## config.mk

```make
export PLATFORM = sky130hd
export DESIGN_NAME = jb_oran_spoof_reset_seq
export DESIGN_NICKNAME = d
export VERILOG_FILES = /design/src/rtl/jb_oran_spoof_pkg.sv /design/src/rtl/jb_sat_counter.sv /design/src/rtl/jb_oran_spoof_reset_seq.sv
export SDC_FILE = /design/constraint.sdc
export NUM_CORES = 1
export LEC_CHECK = 0
export ABC_AREA = 1
export BUFFER_PORTS_ARGS = -buffer_cell sky130_fd_sc_hd__buf_2
export CORE_ASPECT_RATIO = 1.2
export CORE_MARGIN = 5
export CORE_UTILIZATION = 40
export DETAILED_ROUTE_END_ITERATION = 10
export GPL_TIMING_DRIVEN = 0
export HOLD_SLACK_MARGIN = 0.1
export SLEW_MARGIN = 40
export SYNTH_ARGS = -nofsm -noshare
export SYNTH_HDL_FRONTEND = slang
export SYNTH_HIERARCHICAL = 1
export SYNTH_SLANG_ARGS = --single-unit
export TNS_END_PERCENT = 5
```

## constraint.sdc

```tcl
create_clock -name aclk -period 1.8 [get_ports aclk]
set_input_delay 0.45 -clock aclk [delete_from_list [all_inputs] [get_ports aclk]]
set_output_delay 0.45 -clock aclk [all_outputs]
set_load 0.01 [all_outputs]
```

## src/rtl/jb_oran_spoof_pkg.sv

```systemverilog
// Shared state encoding and default timing constants for the ORAN datapath reset sequencer.
package jb_oran_spoof_pkg;

    typedef enum logic [2:0] {
        StIdle,
        StQuiesce,
        StReset,
        StSettle,
        StDone
    } seq_state_e;

    localparam int unsigned DefRstCycles    = 16;
    localparam int unsigned DefSettleCycles = 32;
    localparam int unsigned DefAckTimeout   = 255;
    localparam int unsigned DefCntW         = 16;

    function automatic int unsigned max3(input int unsigned a, input int unsigned b,
                                         input int unsigned c);
        int unsigned m;
        m = (a > b) ? a : b;
        return (m > c) ? m : c;
    endfunction

endpackage

```

## src/rtl/jb_sat_counter.sv

```systemverilog
// Saturating up-counter with synchronous clear; clear beats increment.
module jb_sat_counter
    import jb_oran_spoof_pkg::*;
#(
    parameter int unsigned CNT_W = DefCntW
) (
    input  logic             clk_i,
    input  logic             rst_i,
    input  logic             inc_i,
    input  logic             clr_i,
    output logic [CNT_W-1:0] q_o
);

    logic [CNT_W-1:0] q_q, q_d;

    always_comb begin
        q_d = q_q;
        if (clr_i) begin
            q_d = '0;
        end else if (inc_i && (q_q != '1)) begin
            q_d = q_q + 1'b1;
        end
    end

    always_ff @(posedge clk_i) begin
        if (rst_i) begin
            q_q <= '0;
        end else begin
            q_q <= q_d;
        end
    end

    assign q_o = q_q;

endmodule

```

## src/rtl/jb_oran_spoof_reset_seq.sv

```systemverilog
// Timed datapath reset sequencer: quiesce request, ack wait with watchdog, reset hold, settle.
module jb_oran_spoof_reset_seq
    import jb_oran_spoof_pkg::*;
#(
    parameter int unsigned RST_CYCLES    = DefRstCycles,
    parameter int unsigned SETTLE_CYCLES = DefSettleCycles,
    parameter int unsigned ACK_TIMEOUT   = DefAckTimeout,
    parameter int unsigned CNT_W         = DefCntW
) (
    input  logic             aclk,
    input  logic             areset,
    input  logic             trig_in,
    input  logic             enable,
    input  logic             clear_status,
    input  logic             quiesce_ack,
    output logic             quiesce_req,
    output logic             dp_reset,
    output logic             busy,
    output logic             done,
    output logic             timeout_flag,
    output logic [CNT_W-1:0] seq_count,
    output logic [CNT_W-1:0] overrun_count
);

    localparam int unsigned CntW = $clog2(max3(RST_CYCLES, SETTLE_CYCLES, ACK_TIMEOUT)) + 1;

    seq_state_e      state_q, state_d;
    logic [CntW-1:0] cnt_q, cnt_d;
    logic            quiesce_req_q, dp_reset_q, busy_q, done_q, timeout_q;
    logic            timeout_set, timeout_d, seq_inc, overrun_inc;

    always_comb begin
        state_d     = state_q;
        cnt_d       = cnt_q;
        timeout_set = 1'b0;
        seq_inc     = 1'b0;
        unique case (state_q)
            StIdle: begin
                if (trig_in && enable) begin
                    state_d = StQuiesce;
                    cnt_d   = CntW'(ACK_TIMEOUT - 1);
                end
            end
            StQuiesce: begin
                // An ack on the final watchdog cycle still counts as an ack.
                if (quiesce_ack) begin
                    state_d = StReset;
                    cnt_d   = CntW'(RST_CYCLES - 1);
                end else if (cnt_q == '0) begin
                    state_d     = StReset;
                    cnt_d       = CntW'(RST_CYCLES - 1);
                    timeout_set = 1'b1;
                end else begin
                    cnt_d = cnt_q - 1'b1;
                end
            end
            StReset: begin
                if (cnt_q == '0) begin
                    state_d = StSettle;
                    cnt_d   = CntW'(SETTLE_CYCLES - 1);
                end else begin
                    cnt_d = cnt_q - 1'b1;
                end
            end
            StSettle: begin
                if (cnt_q == '0) begin
                    state_d = StDone;
                end else begin
                    cnt_d = cnt_q - 1'b1;
                end
            end
            StDone: begin
                state_d = StIdle;
                seq_inc = 1'b1;
            end
            default: state_d = StIdle;
        endcase
    end

    assign timeout_d   = clear_status ? 1'b0 : (timeout_set ? 1'b1 : timeout_q);
    assign overrun_inc = trig_in && busy_q;

    // Outputs are flopped from next state so they line up with the state register.
    always_ff @(posedge aclk) begin
        if (areset) begin
            state_q       <= StIdle;
            cnt_q         <= '0;
            quiesce_req_q <= 1'b0;
            dp_reset_q    <= 1'b0;
            busy_q        <= 1'b0;
            done_q        <= 1'b0;
            timeout_q     <= 1'b0;
        end else begin
            state_q       <= state_d;
            cnt_q         <= cnt_d;
            quiesce_req_q <= (state_d == StQuiesce) || (state_d == StReset) ||
                             (state_d == StSettle);
            dp_reset_q    <= (state_d == StReset);
            busy_q        <= (state_d != StIdle);
            done_q        <= (state_d == StDone);
            timeout_q     <= timeout_d;
        end
    end

    jb_sat_counter #(
        .CNT_W (CNT_W)
    ) u_seq_cnt (
        .clk_i (aclk),
        .rst_i (areset),
        .inc_i (seq_inc),
        .clr_i (clear_status),
        .q_o   (seq_count)
    );

    jb_sat_counter #(
        .CNT_W (CNT_W)
    ) u_overrun_cnt (
        .clk_i (aclk),
        .rst_i (areset),
        .inc_i (overrun_inc),
        .clr_i (clear_status),
        .q_o   (overrun_count)
    );

    assign quiesce_req  = quiesce_req_q;
    assign dp_reset     = dp_reset_q;
    assign busy         = busy_q;
    assign done         = done_q;
    assign timeout_flag = timeout_q;

endmodule

```

* Word-level counts from Yosys, hierarchy flattened *
Cells that the tools add are included.

cells by class
  add/sub/neg operators = 3
  equality and inequality tests = 12
  muxes and demuxes = 16
  reductions and logical operators = 12

operators by type and width
  kind                                               count
  2-to-1 mux 9 bit                                   5
  one-hot mux 9 bit (4 select lines)                 1
  adder 16 x 1 -> 16 bit (second input constant)     2
  != test 16 bit (second input constant)             2
  2-to-1 mux 3 bit                                   5
  == test 3 x 2 -> 1 bit (second input constant)     4
  one-hot mux 3 bit (4 select lines)                 1
  zero test 9 bit                                    1
  subtractor 9 x 1 -> 9 bit (second input constant)  1
  == test 3 x 1 -> 1 bit (second input constant)     2
  == test 3 bit (second input constant)              2
  logical AND 1 bit                                  4
  2-to-1 mux 1 bit                                   4
  != test 2 bit (second input constant)              2
  nonzero test 4 bit                                 1
  zero test 3 bit                                    1
  AND reduction 3 bit                                1
  nonzero test 3 bit                                 1
  logical OR 1 bit                                   2
  OR reduction 2 bit                                 1

word-level totals
  bits in registers = 49
  bits of input ports = 6
  word-level logic and storage cells = 52

* Longest topological paths before layout *
Gate-level depths: netlist of the first run.

  word-level depth = 7
  depth in mapped cells = 12
  depth with buffers taken out = 12

* By module *
Netlist of the first run, hierarchy kept.

modules (own cells, without submodules)
  module                   instances  cells an instance  area an instance (um2)
  jb_sat_counter           2          156                1004.7
  jb_oran_spoof_reset_seq  1          151                1059.8

* Worst setup path after synthesis of the first run *
No wires, ideal clock.

  path kind = flip-flop to flip-flop
  from = reg state_q[0]
  to = reg u_seq_cnt.q_q[14], in the netlist u_seq_cnt/q_o[14]
  library setup time = 0.115 ns
  arrival time = 1.355 ns
  required time = 1.685 ns
  slack = 0.330 ns
  stages on the path, launching flop included = 11
  path buffers = 0
  clock period less this slack = 1.470 ns
  cell sequence = dfxtp_1 nor2_1 inv_2 nor2_1 inv_2 nor2_1 nand2_1 nor2_1 nand3_1 nand2_1 nor2_1

between the ends
  longest elaborated chain between the ends = 3

ends and longest elaborated chain
  item                    RTL line                       RTL
  from (decl)             jb_oran_spoof_reset_seq.sv:27  seq_state_e state_q, state_d;
  from (signal assigned)  jb_oran_spoof_reset_seq.sv:86  state_q <= StIdle;
  from (signal assigned)  jb_oran_spoof_reset_seq.sv:94  state_q <= state_d;
  == test 3 bit           jb_oran_spoof_reset_seq.sv:37  unique case (state_q)
  2-to-1 mux 1 bit        jb_oran_spoof_reset_seq.sv:37
  net seq_inc             jb_oran_spoof_reset_seq.sv:30  logic timeout_set, timeout_d, seq_inc, overrun_inc;
  logical AND 1 bit       jb_sat_counter.sv:20           end else if (inc_i && (q_q != '1)) begin
  to (signal assigned)    jb_sat_counter.sv:29           q_q <= q_d;
  to (decl)               jb_sat_counter.sv:14           logic [CNT_W-1:0] q_q, q_d;

The timed path passes the listed nets, and every way through them passes these cells.
A chain may end at the register's enable or synchronous reset.

* Worst setup path after layout of the first run *
Ends and elaborated chain as after synthesis.

==> impl_metrics.tcl, run 1 <==
set metrics [dict create \
    outcome "completed" \
    startpoint_type "flip-flop" \
    crit_family "simple AND/OR/NAND/NOR gates" \
    regToRegEndpoint "u_seq_cnt/q_o[14]" \
    die_w_um 90.0 \
    final_common_cell "nand2_1" \
    yosys_warnings 6 \
    initialDrtViolationCount 145 \
    synth.top_cell.area_share_pct 32.0 \
    clk_path_buf_depth 2 \
    ys_ff_latch 49 \
    finClkSkew_ps 5.85 \
    io_pins 43 \
    synthFlopType "dfxtp_1" \
    gp_congestion 0.824 \
    final_max_slew_viol_count 0 \
    cp_slowest_cell "dfxtp_1" \
    fmax_mhz 634 \
    async_reset_ff_share_pct 0 \
    cp.arrival_ps 1780 \
    clk_latency_ps 300 \
    hpwl_um 5550 \
    via_per_inst 4.76 \
    cp_num_buf_inv 2 \
    grt_pass1_wl_um 12100 \
    grt_util_all_layers_pct 15.0 \
    syn-num-nets 473 \
    hold_path.class "in -> reg" \
    num_antenna_cells 0 \
    cts_buffers 5 \
    multi_input_area_sq_um 1830 \
    port_buffers 42 \
    drtPass1Iterations 4 \
    finalHoldViolCount 0 \
    die_area_sq_um 9530 \
    vias 2882 \
    grt_pass1_vias 2782 \
    power.switching_mw 0.648 \
    power_frac_clock_pct 35.4 \
    wirelength_um 6980 \
    syn_inst 463 \
    max_cap_violations 0 \
    min_from "clear_status" \
    worst_setup_path_end_kind "flip-flop" \
    layout_min_cycle_time_ps 1580 \
    die_h_um 106 \
    placed_cell_area_sq_um 3390 \
    fp-row-count 35 \
    fin_area_sq_um 3520 \
    finalSetupViolations 0 \
    cts_tree "done" \
    r2r_slack_ps 220 \
    synth_cell_types 31 \
    ys_seq_area_share_pct 32.0 \
    synth.largest_area_cell "dfxtp_1" \
    final_nets 522 \
    power.density_nw_per_um2 665 \
    p_int_mw 1.70 \
    reg2reg_depth 10 \
    whs_path_depth 2 \
    start_util_pct 40.5 \
    drc_errors 0 \
    synth_edf_count 0 \
    grt_antenna_before_repair 0 \
    avgSynthCellArea_sq_um 6.63 \
    h-tree-depth 2 \
    post-cts-setup-buffers 0 \
    p_comb_share_pct 16.1 \
    fin_crit_sh_pct 87.6 \
    path_cells "nor2_1 -> inv_2 -> nor2_4 -> inv_2 -> nor2_2 -> nand2_1 -> nor2_1 -> nand3_1 -> nand2_1 -> nor2_1" \
    overflow 0 \
    netlist_top_cells_area "dfxtp_1 (32%), nand2_1 (15%), nor2_1 (12%)" \
    rsz0062_at_grt "no" \
    power.total_mw 2.34 \
    seqCellArea_sq_um 981 \
    n_fill_cell 825 \
    seqPwrFrac_pct 48.5 \
    ant_nets 0 \
    wl_per_cell_um 11.5 \
    relSlewSlack_pct 55.7 \
    worstMarginPinSlew_ps 662 \
    required_ps 2010 \
    syn2layout_area_growth_pct 14.8 \
    crit_path_max_incr_delay_ps 360 \
    clk_pin_slew_ps 90 \
    r2r-start "state_q[0]" \
    clock_sinks 49 \
    worst-path-max-fanout 5 \
    grt_max_degree 16 \
    leakage_nw 1.63 \
    crit_path_frequent_cell "nor2_1" \
    layout-drive-gt1-share_pct 24.0 \
    switching_share_pct 27.7 \
    core_area_sq_um 7580 \
    layout_common_cells "nand2_1 (119), nor2_1 (93), dfxtp_1 (49)" \
    whs_endpoint "timeout_flag" \
    syn_area_sq_um 3070 \
    criticalPathCategory "reg -> reg" \
    cts_root_buf "clkbuf_8" \
    irDropWorstVdd_uv 368 \
]
==> final cells by class <==
type                       instances  area share [%]
multi-input combinational        350            51.8
sequential                        49            27.8
inverter                          59            6.35
timing repair buffer              42            5.96
tap                               92            3.27
clock buffer                       6            2.34
buffer                             5            1.38
clock inverter                     2            1.06
==> metrics by stage <==
step | setup TNS, ps | hold WS (ps) | setup slack (ps) | instances | utilization (%)
3_5_place_dp | -552 | 500 | -156 | 597 | 44.8
3_3_place_gp | -461 | 500 | -148 | 597 | 44.8
4_1_cts | 0 | 330 | 94.0 | 605 | 46.5
5_1_grt | 0 | 338 | 24.5 | 605 | 46.5
2_1_floorplan | 0 | 478 | 330 | 463 | -
6_report | 0 | 347 | 223 | 605 | 46.5
==> power by group through the flow <==
| stage | Sequential (mW) | Combinational, mW | Clock, mW |
|---|---|---|---|
| 2_1_floorplan | 1.16 | 0.299 | 0 |
| 3_3_place_gp | 1.16 | 0.372 | 0 |
| 3_5_place_dp | 1.16 | 0.378 | 0 |
| 4_1_cts | 1.14 | 0.381 | 0.873 |
| 5_1_grt | 1.14 | 0.428 | 0.914 |
| 6_report | 1.14 | 0.377 | 0.829 |
==> worst reg2reg max path, stage by stage (launching register included) <==
cell,delay (ps)
dfxtp_1,360
nor2_1,170
inv_2,80
nor2_4,170
inv_2,90
nor2_2,180
nand2_1,100
nor2_1,150
nand3_1,90
nand2_1,60
nor2_1,30
==> kinds of logic (layout without fill, tap and decap cells) <==
logic type / after synthesis / in the layout / share of synthesized area [%]
flops: 49 / 49 / 32.0
xor+xnor: 4 / 4 / 1.14
fa+ha+maj: 4 / 4 / 1.63
compound gates: 38 / 38 / 7.13
buf+inv: 64 / 114 / 8.89
simple gates: 304 / 304 / 49.2
==> metal layers <==
layer  vias up  part of all wire [%]  GRT usage [%]
li1       1531                     -              -
met1      1306                    45           17.5
met2        39                    50           27.8
met3         6                   3.2           2.83
met4         0                   1.0           3.72
met5         -                     0              0
==> flip-flops by register name, indices dropped and copies added (netlist names) <==
register,flops
cnt_q,9
busy,1
timeout_flag,1
quiesce_req,1
done,1
dp_reset,1
state_q,3
u_overrun_cnt/q_o,16
u_seq_cnt/q_o,16
==> how the worst max path moves through the flow <==
| stage | start | end | slack, ps | cells past startpoint |
|---|---|---|---|---|
| floorplan | state_q[0] | u_seq_cnt/q_o[14] | 330 | 10 |
| detailed placement | state_q[0] | u_seq_cnt/q_o[14] | -160 | 10 |
| global placement | state_q[0] | u_seq_cnt/q_o[14] | -150 | 10 |
| finish | state_q[0] | u_seq_cnt/q_o[14] | 220 | 10 |
| CTS | state_q[0] | u_seq_cnt/q_o[14] | 90 | 10 |
| global route | state_q[0] | u_seq_cnt/q_o[10] | 20 | 10 |
==> timing repair <==
| item | in CTS | in global routing |
|---|---|---|
| hold buffers | 0 | 0 |
| endpoints found under the setup margin | 6 | 2 |
| resized for setup | 2 | 1 |
==> synth_stat cells (4+ instances only) <==
cell type / n
nor2_1: 95
inv_2: 12
nand2_4: 9
nand3_1: 35
inv_1: 46
buf_6: 4
nor2_2: 13
dfxtp_1: 49
ha_1: 4
a21oi_1: 22
o21ai_0: 8
nand2_1: 119
nand2_2: 6
nor2_4: 11
(Power assumes the default switching activity.)
==> inputs of run 2 (changes only) <==
clock period = 1.35 ns   (was 1.8 ns; I/O delays follow)
==> run 2 against run 1 <==
Effect of this change:
- critical path type unchanged
- fmax increased by 18%
- via count increased by 4.3%
- utilization increased by 5.7 points
- register-to-register slack got worse by 210 ps
- critical endpoint is now u_seq_cnt/q_o[12]
- critical path depth decreased by 1
==> impl_metrics.tcl, run 2 (same netlist as run 1, synthesis figures left out) <==
set metrics [dict create \
    drtPass1Iterations 4 \
    cts_buffers 5 \
    final_nets 543 \
    max_cap_violations 0 \
    die_area_sq_um 9530 \
    placed_cell_area_sq_um 3410 \
    start_util_pct 40.5 \
    wl_per_cell_um 11.8 \
    required_ps 1550 \
    fin_crit_sh_pct 99.0 \
    grt_antenna_before_repair 0 \
    fin_area_sq_um 3960 \
    relSlewSlack_pct 62.4 \
    cp.arrival_ps 1540 \
    rsz0062_at_grt "yes" \
    hold_path.class "in -> reg" \
    hold_buffers 0 \
    holdWs_ps 242 \
    die_h_um 106 \
    power.total_mw 3.21 \
    layout-drive-gt1-share_pct 40.3 \
    worst_setup_path_end_kind "flip-flop" \
    grt_max_degree 15 \
    cts_root_buf "clkbuf_8" \
    reg2reg_depth 9 \
    fmax_mhz 748 \
    dp_cells 597 \
    finalHoldViolCount 0 \
    grt_pass1_wl_um 12400 \
    startpoint_type "flip-flop" \
    fp-row-count 35 \
    wirelength_um 7390 \
    ant_nets 0 \
    port_buffers 42 \
    finClkSkew_ps 11.2 \
    via_per_inst 4.80 \
    cts_tree "done" \
    io_pins 43 \
    grt_util_all_layers_pct 15.4 \
    die_w_um 90.0 \
    layout_min_cycle_time_ps 1340 \
    clock_sinks 49 \
    layout_common_cells "nand2_1 (110), nor2_1 (77), inv_1 (42), buf_2 (42), nand3_1 (31)" \
    overflow 0 \
    h-tree-depth 2 \
    min_from "clear_status" \
    hpwl_um 5460 \
    whs_endpoint "timeout_flag" \
    drc_errors 0 \
    wl_met3_um 247 \
    top_layer_used "met4" \
    final_common_cell "nand2_1" \
    clk_path_buf_depth 2 \
    grt_pass1_vias 2762 \
    r2r_slack_ps 10 \
    gp_congestion 0.887 \
    irDropWorstVdd_uv 556 \
    clk_pin_slew_ps 90 \
    outcome "completed" \
    syn2layout_area_growth_pct 29.0 \
    worst-path-max-fanout 4 \
    leakage_nw 1.77 \
    setup_tns_ps 0 \
    initialDrtViolationCount 103 \
    power.density_nw_per_um2 811 \
    whs_path_depth 2 \
    regToRegEndpoint "u_seq_cnt/q_o[12]" \
    vias 3007 \
    r2r-start "state_q[1]" \
    finalNonFillerCells 626 \
    wl_met1_um 3260 \
    core_area_sq_um 7580 \
    num_antenna_cells 0 \
    wl_met2_um 3770 \
    final_max_slew_viol_count 0 \
    worstMarginPinSlew_ps 563 \
    criticalPathCategory "reg -> reg" \
    finalSetupViolations 0 \
    clk_latency_ps 310 \
]
## run 2: per-layer routing
layer	vias to the layer above	global-route usage [%]
met2	42	27.2
met3	7	3.33
li1	1574	-
met4	0	5.32
met1	1384	18.3
met5	-	0
## run 2: power breakdown
group	internal (mW)	leakage, nW	switching [mW]
combinational	0.223	1.30	0.375
sequential	1.48	0.414	0.0341
clock	0.605	0.0585	0.497
## run 2: what timing repair did
| action | in CTS | in global routing |
|---|---|---|
| cloned | 2 | 0 |
| setup buffers | 13 | 6 |
| resized for setup | 39 | 60 |
| pin swaps | 16 | 23 |
| setup endpoints to repair | 42 | 43 |
## run 2: layout make-up
class | count | area, sq um
tap | 92 | 115
inverter | 59 | 231
buffer | 5 | 48.8
multi-input combinational | 350 | 2040
sequential | 49 | 1030
clock buffer | 7 | 86.3
clock inverter | 1 | 30.0
timing repair buffer | 63 | 379
fill | 737 | 3620
## run 2: how the worst max path moves through the flow
stage	start	to	slack, ps	depth (start not counted)
after floorplan	u_overrun_cnt/q_o[0]	u_overrun_cnt/q_o[15]	-10	7
after global placement	trig_in	u_overrun_cnt/q_o[14]	-270	10
after detailed placement	trig_in	u_overrun_cnt/q_o[14]	-280	10
after CTS	cnt_q[0]	cnt_q[8]	-40	11
after global routing	u_seq_cnt/q_o[1]	u_seq_cnt/q_o[7]	-90	8
final	state_q[1]	u_seq_cnt/q_o[12]	10	9
## run 2: per-stage QoR
| step | util (%) | worst slack (ps) |
|---|---|---|
| final | 52.3 | 13.6 |
| after global routing | 52.3 | -86.9 |
| after CTS | 49.4 | -42.7 |
| after detailed placement | 45.0 | -277 |
| after global placement | 45.0 | -267 |
| after floorplan | - | -9.98 |
## run 2: worst max-delay path: stages (launching register included)
cell and delay [ps]:
dfxtp_4 370, nor2_4 100, inv_2 50, nor2_4 120
inv_4 70, nor2_4 150, and3_4 190, inv_1 40
nor2_1 100, nor2_1 50
